$ cat src/rtl/cpu_bus_responder.sv
// cpu_bus_responder
//   Responder end of the CPU external bus strobe/ready protocol. A rising edge
//   on i_bus_clk that hits the address window starts an access. The access is
//   completed after WAIT_STATES wait cycles, then held in DONE with
//   o_bus_data_ready=1 until the CPU drops the strobe (4-phase handshake).
//   Outputs are forced to 0 whenever no read data is being presented, so
//   several instances can be ORed onto the CPU inputs.
//
//   Optional feature macro: BUS_RESP_ACCESS_CNT_EN
//     defined   : index NUM_REGS-1 is a read-only access counter (+1 per access).
//     undefined : index NUM_REGS-1 is an ordinary scratch register.
//
// Ports
//   i_clk            in   system clock, rising edge
//   i_rst            in   asynchronous reset, active low
//   i_bus_clk        in   CPU bus strobe
//   i_bus_we         in   1 = write, 0 = read
//   i_bus_addr       in   access address
//   i_bus_data       in   write data
//   o_bus_data       out  read data (0 when not presenting read data)
//   o_bus_data_ready out  access complete
//   o_busy           out  access in progress (WAIT or DONE)
//
// state | meaning
// IDLE  | waiting for a strobe rising edge that hits the window
// WAIT  | access captured, counting down wait cycles
// DONE  | access completed, ready asserted until strobe falls

module cpu_bus_responder #(
    parameter int                DATA_W      = 32,
    parameter int                ADDR_W      = 32,
    parameter int                IDX_W       = 3,
    parameter logic [ADDR_W-1:0] BASE_ADDR   = 32'h0000_FF00,
    parameter int                WAIT_STATES = 2
) (
    input  logic              i_clk,
    input  logic              i_rst,
    input  logic              i_bus_clk,
    input  logic              i_bus_we,
    input  logic [ADDR_W-1:0] i_bus_addr,
    input  logic [DATA_W-1:0] i_bus_data,
    output logic [DATA_W-1:0] o_bus_data,
    output logic              o_bus_data_ready,
    output logic              o_busy
);

    localparam int NUM_REGS = 2 ** IDX_W;

    generate
        if (WAIT_STATES < 0 || WAIT_STATES > 15) begin : g_bad_wait_states
            $error("cpu_bus_responder: WAIT_STATES must be in 0..15");
        end
    endgenerate

    typedef enum logic [1:0] {
        ST_IDLE = 2'd0,
        ST_WAIT = 2'd1,
        ST_DONE = 2'd2
    } state_t;

    state_t             state_q, state_d;
    logic               strobe_q;
    logic [3:0]         cnt_q;
    logic               we_q;
    logic [IDX_W-1:0]   idx_q;
    logic [DATA_W-1:0]  wdata_q;
    logic [DATA_W-1:0]  regs_q [NUM_REGS];
    logic               hit;
    logic               start;
    logic               commit;
    logic               wr_en;
    logic [DATA_W-1:0]  rd_val;

    assign hit    = (i_bus_addr[ADDR_W-1:IDX_W] == BASE_ADDR[ADDR_W-1:IDX_W]);
    assign start  = i_bus_clk & ~strobe_q & hit & (state_q == ST_IDLE);
    assign commit = (state_q == ST_WAIT) && (cnt_q == 4'd0);
    assign o_busy = (state_q != ST_IDLE);

`ifdef BUS_RESP_ACCESS_CNT_EN
    logic [DATA_W-1:0] acc_cnt_q;

    // Top index is the counter: writes to it are acknowledged but dropped,
    // reads see the count before this access is added.
    always_comb begin
        wr_en  = commit & we_q & (idx_q != IDX_W'(NUM_REGS - 1));
        rd_val = regs_q[idx_q];
        if (idx_q == IDX_W'(NUM_REGS - 1)) begin
            rd_val = acc_cnt_q;
        end
    end

    always_ff @(posedge i_clk or negedge i_rst) begin
        if (!i_rst) begin
            acc_cnt_q <= '0;
        end else if (commit) begin
            acc_cnt_q <= acc_cnt_q + 1'b1;
        end
    end
`else
    always_comb begin
        wr_en  = commit & we_q;
        rd_val = regs_q[idx_q];
    end
`endif

    always_comb begin
        state_d = state_q;
        case (state_q)
            ST_IDLE: if (start) state_d = ST_WAIT;
            ST_WAIT: if (cnt_q == 4'd0) state_d = ST_DONE;
            ST_DONE: if (!i_bus_clk) state_d = ST_IDLE;
            default: state_d = ST_IDLE;
        endcase
    end

    always_ff @(posedge i_clk or negedge i_rst) begin
        if (!i_rst) begin
            state_q  <= ST_IDLE;
            strobe_q <= 1'b0;
            cnt_q    <= 4'd0;
            we_q     <= 1'b0;
            idx_q    <= '0;
            wdata_q  <= '0;
        end else begin
            state_q  <= state_d;
            strobe_q <= i_bus_clk;
            if (start) begin
                we_q    <= i_bus_we;
                idx_q   <= i_bus_addr[IDX_W-1:0];
                wdata_q <= i_bus_data;
                cnt_q   <= 4'(WAIT_STATES);
            end else if (state_q == ST_WAIT && cnt_q != 4'd0) begin
                cnt_q <= cnt_q - 4'd1;
            end
        end
    end

    always_ff @(posedge i_clk or negedge i_rst) begin
        if (!i_rst) begin
            for (int i = 0; i < NUM_REGS; i++) begin
                regs_q[i] <= '0;
            end
        end else if (wr_en) begin
            regs_q[idx_q] <= wdata_q;
        end
    end

    // Ready follows DONE by one clock and drops on the edge that sees the
    // strobe low; read data is loaded on entry to DONE and cleared on exit.
    always_ff @(posedge i_clk or negedge i_rst) begin
        if (!i_rst) begin
            o_bus_data       <= '0;
            o_bus_data_ready <= 1'b0;
        end else begin
            o_bus_data_ready <= (state_q == ST_DONE) && i_bus_clk;
            if (commit) begin
                o_bus_data <= we_q ? '0 : rd_val;
            end else if (state_q == ST_DONE && !i_bus_clk) begin
                o_bus_data <= '0;
            end
        end
    end

endmodule

$ cat config.mk
export PLATFORM = sky130hd
export DESIGN_NAME = cpu_bus_responder
export DESIGN_NICKNAME = d
export VERILOG_FILES = /design/src/rtl/cpu_bus_responder.sv
export SDC_FILE = /design/constraint.sdc
export NUM_CORES = 1
export LEC_CHECK = 0
export CAP_MARGIN = 20
export CORE_UTILIZATION = 59
export DETAILED_ROUTE_END_ITERATION = 8
export PLACE_DENSITY_LB_ADDON = 0.15
export SETUP_SLACK_MARGIN = 0.5
export SYNTH_ARGS = -nofsm -noshare
export SYNTH_HDL_FRONTEND = slang
export SYNTH_SLANG_ARGS = --single-unit
$ cat constraint.sdc
create_clock -name i_clk -period 2.45 [get_ports i_clk]
set_input_delay 0.49 -clock i_clk [delete_from_list [all_inputs] [get_ports i_clk]]
set_output_delay 0.49 -clock i_clk [all_outputs]
set_load 0.01 [all_outputs]
# ---- Word-level counts from Yosys, hierarchy flattened
# Index checks and enable logic that the tools add are counted.
dict set report word_totals {
  reg_bits 332
  output_inout_bits 34
  input_bits 68
}
dict set report op_classes {
  reduce_logical 13
  eq_ne 6
  n_lt_le_gt_ge 2
  add_sub_neg 1
  n_mux 15
  n_bitwise 6
}
# op n
set ops {}
lappend ops {{bitwise mux 256 bit} 1}
lappend ops {{two-way mux 32 bit} 6}
lappend ops {{binary-select mux 32 bit (select 3 bit)} 1}
lappend ops {{demux 32 bit (select 3 bit)} 1}
lappend ops {{equality test 29 x 13 -> 1 bit, second input constant} 1}
lappend ops {{two-way mux 4 bit} 2}
lappend ops {{two-way mux 2 bit} 3}
lappend ops {{inequality test 2 bit, second input constant} 3}
lappend ops {{case mux 2 bit (3 select lines)} 1}
lappend ops {{nonzero test 2 bit} 3}
lappend ops {{logical AND 1 bit} 5}
lappend ops {{AND 1 bit} 4}
lappend ops {{greater-or-equal comparator 4 bit, second input constant} 1}
lappend ops {{zero test 4 bit} 1}
lappend ops {{< comparator 4 x 1 -> 1 bit, second input constant} 1}
lappend ops {{NOT 3 -> 4 bit} 1}
lappend ops {{nonzero test 4 bit} 1}
lappend ops {{subtractor 4 x 1 -> 4 bit, second input constant} 1}
lappend ops {{AND reduction 3 bit} 1}
lappend ops {{equality test 2 x 1 -> 1 bit, second input constant} 1}
lappend ops {{equality test 2 bit, second input constant} 1}
lappend ops {{zero test 2 bit} 1}
lappend ops {{zero test 1 bit} 1}
lappend ops {{NOT 1 bit} 1}

# ---- Depth between registers and ports, before layout
# Gate-level depths: netlist of the first run.
dict set report logic_depth {
  depth_word 6
  depth_mapped 7
  mapped_depth_nobuf 6
}

# ---- Worst setup path after synthesis of the first run
# No wires, ideal clock.
dict set report synth_timing {
  path_kind {input-to-reg}
  startpoint {input port i_bus_addr[25]}
  endpoint {register wdata_q[1]}
  path_buffers 1
  stages 5
  path_slack_ps 464
  arrival_time_ps 1862
  path_cell_list {nor4_1 > nand4_1 > nor4_4 > buf_6 > mux2_2}
}
dict set report synth_via {
  elab_chain_cells 3
}
# item line
set synth_lines {}
lappend synth_lines {{start: declaration} 40} ;# input logic [ADDR_W-1:0] i_bus_addr,
lappend synth_lines {{equality test 29 x 13 -> 1 bit} 74} ;# assign hit = (i_bus_addr[ADDR_W-1:IDX_W] == BASE_ADDR[ADDR_W-1:IDX_W]);
lappend synth_lines {{AND 1 bit (2 in a row)} 75} ;# assign start = i_bus_clk & ~strobe_q & hit & (state_q == ST_IDLE);
lappend synth_lines {{end signal: assignment} 130} ;# wdata_q <= i_bus_data;
lappend synth_lines {{end: declaration} 66} ;# logic [DATA_W-1:0] wdata_q;
# Every way passes these cells.
# A chain may end at the register's enable or synchronous reset.

# ---- Worst setup path after layout of the first run
dict set report layout_timing {
  startpoint {register cnt_q[0]}
  endpoint {register regs_q[184] (netlist name)}
}
dict set report layout_via {
  elab_chain_cells 3
}
# item line
set layout_lines {}
lappend layout_lines {{start: declaration} 63} ;# logic [3:0] cnt_q;
lappend layout_lines {{start signal: assignment} 131} ;# cnt_q <= 4'(WAIT_STATES);
lappend layout_lines {{start signal: assignment} 133} ;# cnt_q <= cnt_q - 4'd1;
lappend layout_lines {{zero test 4 bit} 76} ;# assign commit = (state_q == ST_WAIT) && (cnt_q == 4'd0);
lappend layout_lines {{logical AND 1 bit} 76}
lappend layout_lines {{AND 1 bit} 101} ;# wr_en = commit & we_q;
lappend layout_lines {{end signal: indexed assignment} 144} ;# regs_q[idx_q] <= wdata_q;
lappend layout_lines {{end: declaration} 67} ;# logic [DATA_W-1:0] regs_q [NUM_REGS];
# Every way passes these cells.

==> out/metrics.yaml, run 1 <==
logic_synthesis:
  ys.flop_type: "dfrtp_1"
  synth_seq_cells: 332
  syn_avg_cell_area_um2: 14.6
  ys_warn_count: 0
  async_reset_ff_frac: 1.00
  synth-seq-area-share: 0.572
  synth_area_um2: 14500
  synth_top_area_frac: 0.572
  netlist_top_cells_count: "dfrtp_1, mux2_2, mux2i_1"
  syn_nets: 1067
  synth_top_cell_by_area: "dfrtp_1"
  synthTopCellsByArea: "dfrtp_1, mux2_2, mux2i_1"
  synth_edf_count: 0
  syn_inst: 998
  synth_cell_types: 42
  synth.most_common_cell: "dfrtp_1"
critical_path:
  critPathSlowestCell: "dfrtp_1"
  critPathMaxStageDelay_ps: 390
  crit_fanout: 5
  worstSetupStartpointType: "flip-flop"
  path_buf_inv: 4
  arrival_ps: 2590
  path_cells: "inv_2 -> ha_4 -> nor3b_4 -> buf_6 -> nand3_4 -> nor3_4 -> buf_6 -> clkbuf_16 -> mux2_4"
  regToRegSetupSlack_ps: 250
  crit_family: "buffers and inverters"
  critPathMostFrequentCell: "buf_6"
  worstSetupPathType: "flip-flop to flip-flop"
  critical_path_required_ps: 2840
  endpoint_kind: "flip-flop"
power:
  p_leak_nw: 8.88
  irDropWorstVdd_v: 0.000504
  power.density_nw_per_um2: 572
  total_power_mw: 11.1
route:
  drtPass1Iterations: 5
  drt-initial-drc-count: 729
  viasPerCell: 6.43
  wire_per_inst_um: 28.1
  wirelength_um: 43200
  drc: 0
  ant_nets: 0
  dr_total_vias: 9890
die:
  core_area_um2: 24200
  die_w_um: 159
  ios: 102
  dieArea_um2: 25300
  die_y_um: 159
  fp-row-count: 57
  start_util: 0.599
cells_and_area:
  fin_cells: 1537
  synthToLayoutAreaGrowth_pct: 33.3
  drive_gt1_frac: 0.432
  n_antenna_cell: 0
  final_nets: 1258
timing:
  skew_ps: 18.5
  hold_violations: 0
  worst_pin_slew_ps: 469
  setup_viol: 0
  drv_slew: 0
  fin_crit_sh: 0.897
  hold_ws_ps: 498
  maxSlewHeadroom: 0.688
  fmax_mhz: 455
  rsz0062_at_grt: "true"
  fin_crit_ps: 2200
clock_network:
  cts_max_path_buffers: 3
  cts_buffers: 35
  insertion_delay_ps: 520
  cts.sink_count: 332
  cts_root_buf: "clkbuf_16"
  h-tree-depth: 2
  clkSlewWorstSetupHoldPaths_ps: 60
  cts_tree: "done"
grt:
  grt.total_usage: 0.307
  grt_pass1_wl_um: 59500
  antenna_found_initial: 0
  grt_pass1_vias: 9907
  grt_max_degree: 81
  grt_overflow_total: 0
run_status:
  outcome: "complete, no violations"
placed_design:
  dp_hpwl_um: 20600
  place_congestion: 0.753
  port-buffer-count: 101
  placed_cells: 1411
min_path:
  worst_hold_path_type: "flip-flop to flip-flop"
job:
  max-cap-violations: 0
[what timing repair did]
action	CTS	global route
hold buffers	1	0
pin swaps	4	10
cloned	10	14
endpoints found under the setup margin	295	310
buffers inserted	26	14
endpoints found under the hold margin	48	0
resized for setup	75	208
[area by class of cell]
| cell class | instances | area, µm² |
|---|---|---|
| inverters | 4 | 15.0 |
| repair buffers | 220 | 2840 |
| flip-flops and latches | 332 | 8310 |
| fillers | 1286 | 4860 |
| multi-input cells | 596 | 6670 |
| clock inverters | 5 | 83.8 |
| well taps | 324 | 405 |
| clock buffers | 56 | 1060 |
[cell usage in the layout (no fill, tap or decap), types with 3 or more instances in the layout]
cell type          n
dfrtp_1          331
mux2_4           186
mux2_2           135
clkdlybuf4s50_1   90
mux2i_1           62
clkbuf_16         47
buf_4             38
nand2_1           33
a22o_1            33
a22oi_1           30
o22a_1            30
o211ai_1          30
buf_12            29
buf_6             28
clkbuf_8          11
buf_16            11
clkbuf_1          10
dlymetal6s2s_1     9
nor2_1             5
nor2_4             4
nor3_4             4
nand3_1            3
nor4_2             3
mux2_1             3
[per-stage QoR]
| step | TNS [ps] | utilization | setup WS, ps | instance area [µm²] |
|---|---|---|---|---|
| 2_1_floorplan | 0 | - | 501 | 14500 |
| 3_3_place_gp | -921 | 0.669 | -36.3 | 16200 |
| 3_5_place_dp | -3080 | 0.669 | -115 | 16200 |
| 4_1_cts | 0 | 0.749 | 363 | 18200 |
| 5_1_grt | 0 | 0.799 | 184 | 19400 |
| 6_report | 0 | 0.799 | 252 | 19400 |
[where the power goes]
group          switching (mW)  internal (mW)
clock network            2.16           3.18
logic                   0.134          0.115
registers            0.000325           5.48
total                    2.30           8.78
[metal layers]
metal / vias to the layer above / global-route usage / routed length (µm)
met4: 0 / 0.0966 / 1840
met3: 127 / 0.0445 / 3060
li1: 4083 / - / -
met5: - / 0 / 0
met2: 464 / 0.508 / 20700
met1: 5216 / 0.424 / 17700
[path summary, 6_finish.rpt]
kind,cells past startpoint,to,startpoint
max in group asynchronous,3,wdata_q[14]$_DFFE_PN0P_,i_rst
min in group asynchronous,2,regs_q[193]$_DFFE_PN0P_,i_rst
worst max-delay path,9,regs_q[184]$_DFFE_PN0P_,cnt_q[0]$_DFFE_PN0P_
worst min register to register,1,regs_q[198]$_DFFE_PN0P_,regs_q[198]$_DFFE_PN0P_
worst min-delay path,1,regs_q[198]$_DFFE_PN0P_,regs_q[198]$_DFFE_PN0P_
worst max register to register,9,regs_q[184]$_DFFE_PN0P_,cnt_q[0]$_DFFE_PN0P_
[kinds of logic after synthesis]
logic type,count (synthesis),share of synthesized area
multiplexers,388,0.297
flip-flops,332,0.572
AO/OA/AOI/OAI,128,0.0716
AND/OR/NAND/NOR,76,0.0307
buffers and inverters,70,0.0267
XOR/XNOR,3,0.00181
adder cells (fa/ha/maj),1,0.000861
[state kept, by name, indices dropped and copies added (netlist names)]
name,count
cnt_q,4
idx_q,3
o_bus_data,32
o_bus_data_ready,1
regs_q,256
state_q,2
strobe_q,1
wdata_q,32
we_q,1
No activity file was read; power rests on OpenSTA's default activity.
==> run 2, diff against run 1 <==
--- a/config.mk
+++ b/config.mk
@@ -6,7 +6,7 @@
 export NUM_CORES = 1
 export LEC_CHECK = 0
 export CAP_MARGIN = 20
-export CORE_UTILIZATION = 59
+export CORE_UTILIZATION = 25
 export DETAILED_ROUTE_END_ITERATION = 8
 export PLACE_DENSITY_LB_ADDON = 0.15
 export SETUP_SLACK_MARGIN = 0.5
==> constraint.sdc (replaced) <==
create_clock -name i_clk -period 2.45 [get_ports i_clk]
set_input_delay 0.6125 -clock i_clk [delete_from_list [all_inputs] [get_ports i_clk]]
set_output_delay 0.6125 -clock i_clk [all_outputs]
set_load 0.01 [all_outputs]
==> run 2 against run 1 <==
The run now ends with hold timing left. Via count down 7.1%. Final cell count up 30%. Wire length up 9.0%. Sequential power about the same. Setup slack better by 14 ps. Clock skew down 12 ps. Core utilization down 44 points. Largest power group is now clock. Global-route usage down 15 points.
==> out/metrics.yaml, run 2 (synthesis results as in run 1) <==
placed_design:
  placed_cells: 1854  # +31%
  port-buffer-count: 101  # unchanged
  place_congestion: 0.711  # -5.6%
  dp_hpwl_um: 24800  # +20%
cells_and_area:
  nFillCells: 5542  # +330%
  synthToLayoutAreaGrowth_pct: 41.0
  largest_reg_flops: 256  # unchanged
  reg_top3: "regs_q x256, o_bus_data x32, wdata_q x32"
  regMostFlops: "regs_q"
  layout_common_cells: "dfrtp_1, mux2_4, mux2_2"
  multi_input_area_um2: 6760  # +1.5%
  n_antenna_cell: 0  # unchanged
  drive_gt1_frac: 0.442  # +0.0101
  final_nets: 1271  # +1.0%
  fin_cells: 1991  # +30%
  regArea_um2: 8320  # about the same
  layout_commonest_cell: "dfrtp_1"
grt:
  grt_pass1_wl_um: 67500  # +13%
  grt.total_usage: 0.153  # -0.154
  antenna_found_initial: 0  # unchanged
  grt_pass1_vias: 9991  # +0.85%
  grt_max_degree: 77  # -4.9%
  grt_overflow_total: 0  # unchanged
timing:
  drv_slew: 0  # unchanged
  setup_viol: 0  # unchanged
  skew_ps: 6.95  # -11.6 ps
  tns_ps: 0  # unchanged
  fin_crit_sh: 0.892  # -0.00569
  worst_pin_slew_ps: 514  # +45.3 ps
  hold_ws_ps: -7.82  # -506 ps
  rsz0062_at_grt: "true"
  fmax_mhz: 458  # +0.64%
  fin_crit_ps: 2180  # -13.9 ps
  hold_violations: 2  # +2
  maxSlewHeadroom: 0.657  # -0.0302
clock_network:
  insertion_delay_ps: 550  # +30 ps
  h-tree-depth: 2  # unchanged
  cts_max_path_buffers: 3  # unchanged
  cts_buffers: 40  # +14%
  clkSlewWorstSetupHoldPaths_ps: 50  # about the same
  cts_root_buf: "clkbuf_16"
  cts.sink_count: 332  # unchanged
  cts_tree: "done"
die:
  core_area_um2: 57600  # +140%
  dieArea_um2: 59100  # +130%
  start_util: 0.252  # -0.347
  die_w_um: 243  # +53%
  die_y_um: 243  # +53%
  ios: 102  # unchanged
  fp-row-count: 88  # +54%
route:
  wirelength_um: 47100  # +9.0%
  drt-initial-drc-count: 374  # -49%
  drc: 0  # unchanged
  viasPerCell: 4.62  # -28%
  ant_nets: 0  # unchanged
  wire_per_inst_um: 23.7  # -16%
  drtPass1Iterations: 4  # -1
  dr_total_vias: 9191  # -7.1%
critical_path:
  critical_path_required_ps: 2890  # +50 ps
  r2r_cells: 9  # unchanged
  arrival_ps: 2620  # +30 ps
  reg2reg_from: "cnt_q[0]$_DFFE_PN0P_"
  worstSetupPathType: "flip-flop to flip-flop"
  regToRegEndpoint: "regs_q[46]$_DFFE_PN0P_"
  worstSetupStartpointType: "flip-flop"
  endpoint_kind: "flip-flop"
  crit_fanout: 8  # +3
  regToRegSetupSlack_ps: 270  # about the same
min_path:
  worst_hold_path_type: "input pin to async pin"
power:
  irDropWorstVdd_v: 0.000384  # -24%
  total_power_mw: 11.4  # +3.3%
  power.density_nw_per_um2: 558  # -2.3%
  p_leak_nw: 9.25  # +4.2%
run_status:
  violations: "hold timing"
  outcome: "complete, but fails checks"
job:
  max-cap-violations: 0  # unchanged
run 2: per-stage QoR:
step / util / area (µm²) / worst slack (ps)
floorplan: - / 14600 / 385
global placement: 0.294 / 16900 / -211
detailed placement: 0.294 / 16900 / -223
CTS: 0.339 / 19500 / 273
global route: 0.356 / 20500 / 153
finish: 0.356 / 20500 / 266
run 2: area by class of cell:
cell class	count	area share
Multi-Input combinational cell	596	0.330
Clock inverter	5	0.00244
Timing Repair Buffer	228	0.157
Inverter	4	0.000732
Tap cell	765	0.0467
Sequential cell	332	0.406
Clock buffer	61	0.0576
run 2: power breakdown:
group | switching, mW | internal, mW
registers | 0.000440 | 5.49
clock network | 2.31 | 3.40
logic | 0.143 | 0.112
total | 2.45 | 8.99
run 2: timing repair:
item                       CTS  global route
setup buffers               34             8
pin swaps                    9            14
hold buffers                 0             0
gates resized for setup    172           163
setup endpoints to repair  357           300
gates cloned                17            12
run 2: critical path, stage by stage (launching register included):
cell and delay [ps]:
dfrtp_1 380, inv_2 80, ha_4 130, nor3b_4 290, nand3_4 170, nor3_4 220, buf_12 150, buf_12 120
buf_16 160, mux2_2 350
run 2: worst max path at each step:
stage	slack, ps	cells after the start	to	startpoint
4_1_cts	270	2	o_busy	state_q[1]$_DFFE_PN0P_
3_5_place_dp	-220	7	wdata_q[8]$_DFFE_PN0P_	i_bus_addr[21]
5_1_grt	150	9	regs_q[46]$_DFFE_PN0P_	cnt_q[0]$_DFFE_PN0P_
6_report	270	9	regs_q[46]$_DFFE_PN0P_	cnt_q[0]$_DFFE_PN0P_
3_3_place_gp	-210	7	wdata_q[9]$_DFFE_PN0P_	i_bus_addr[21]
2_1_floorplan	380	5	wdata_q[11]$_DFFE_PN0P_	i_bus_addr[21]
run 2: per-layer routing:
layer  part of all wire  routed length, µm  global-route usage  vias up
met2               0.47              22200               0.246      130
met3              0.034               1610              0.0268       52
li1                   -                  -                   -     4118
met5                  0                  0                   0        -
met4              0.016                733              0.0337        0
met1               0.48              22600               0.214     4891
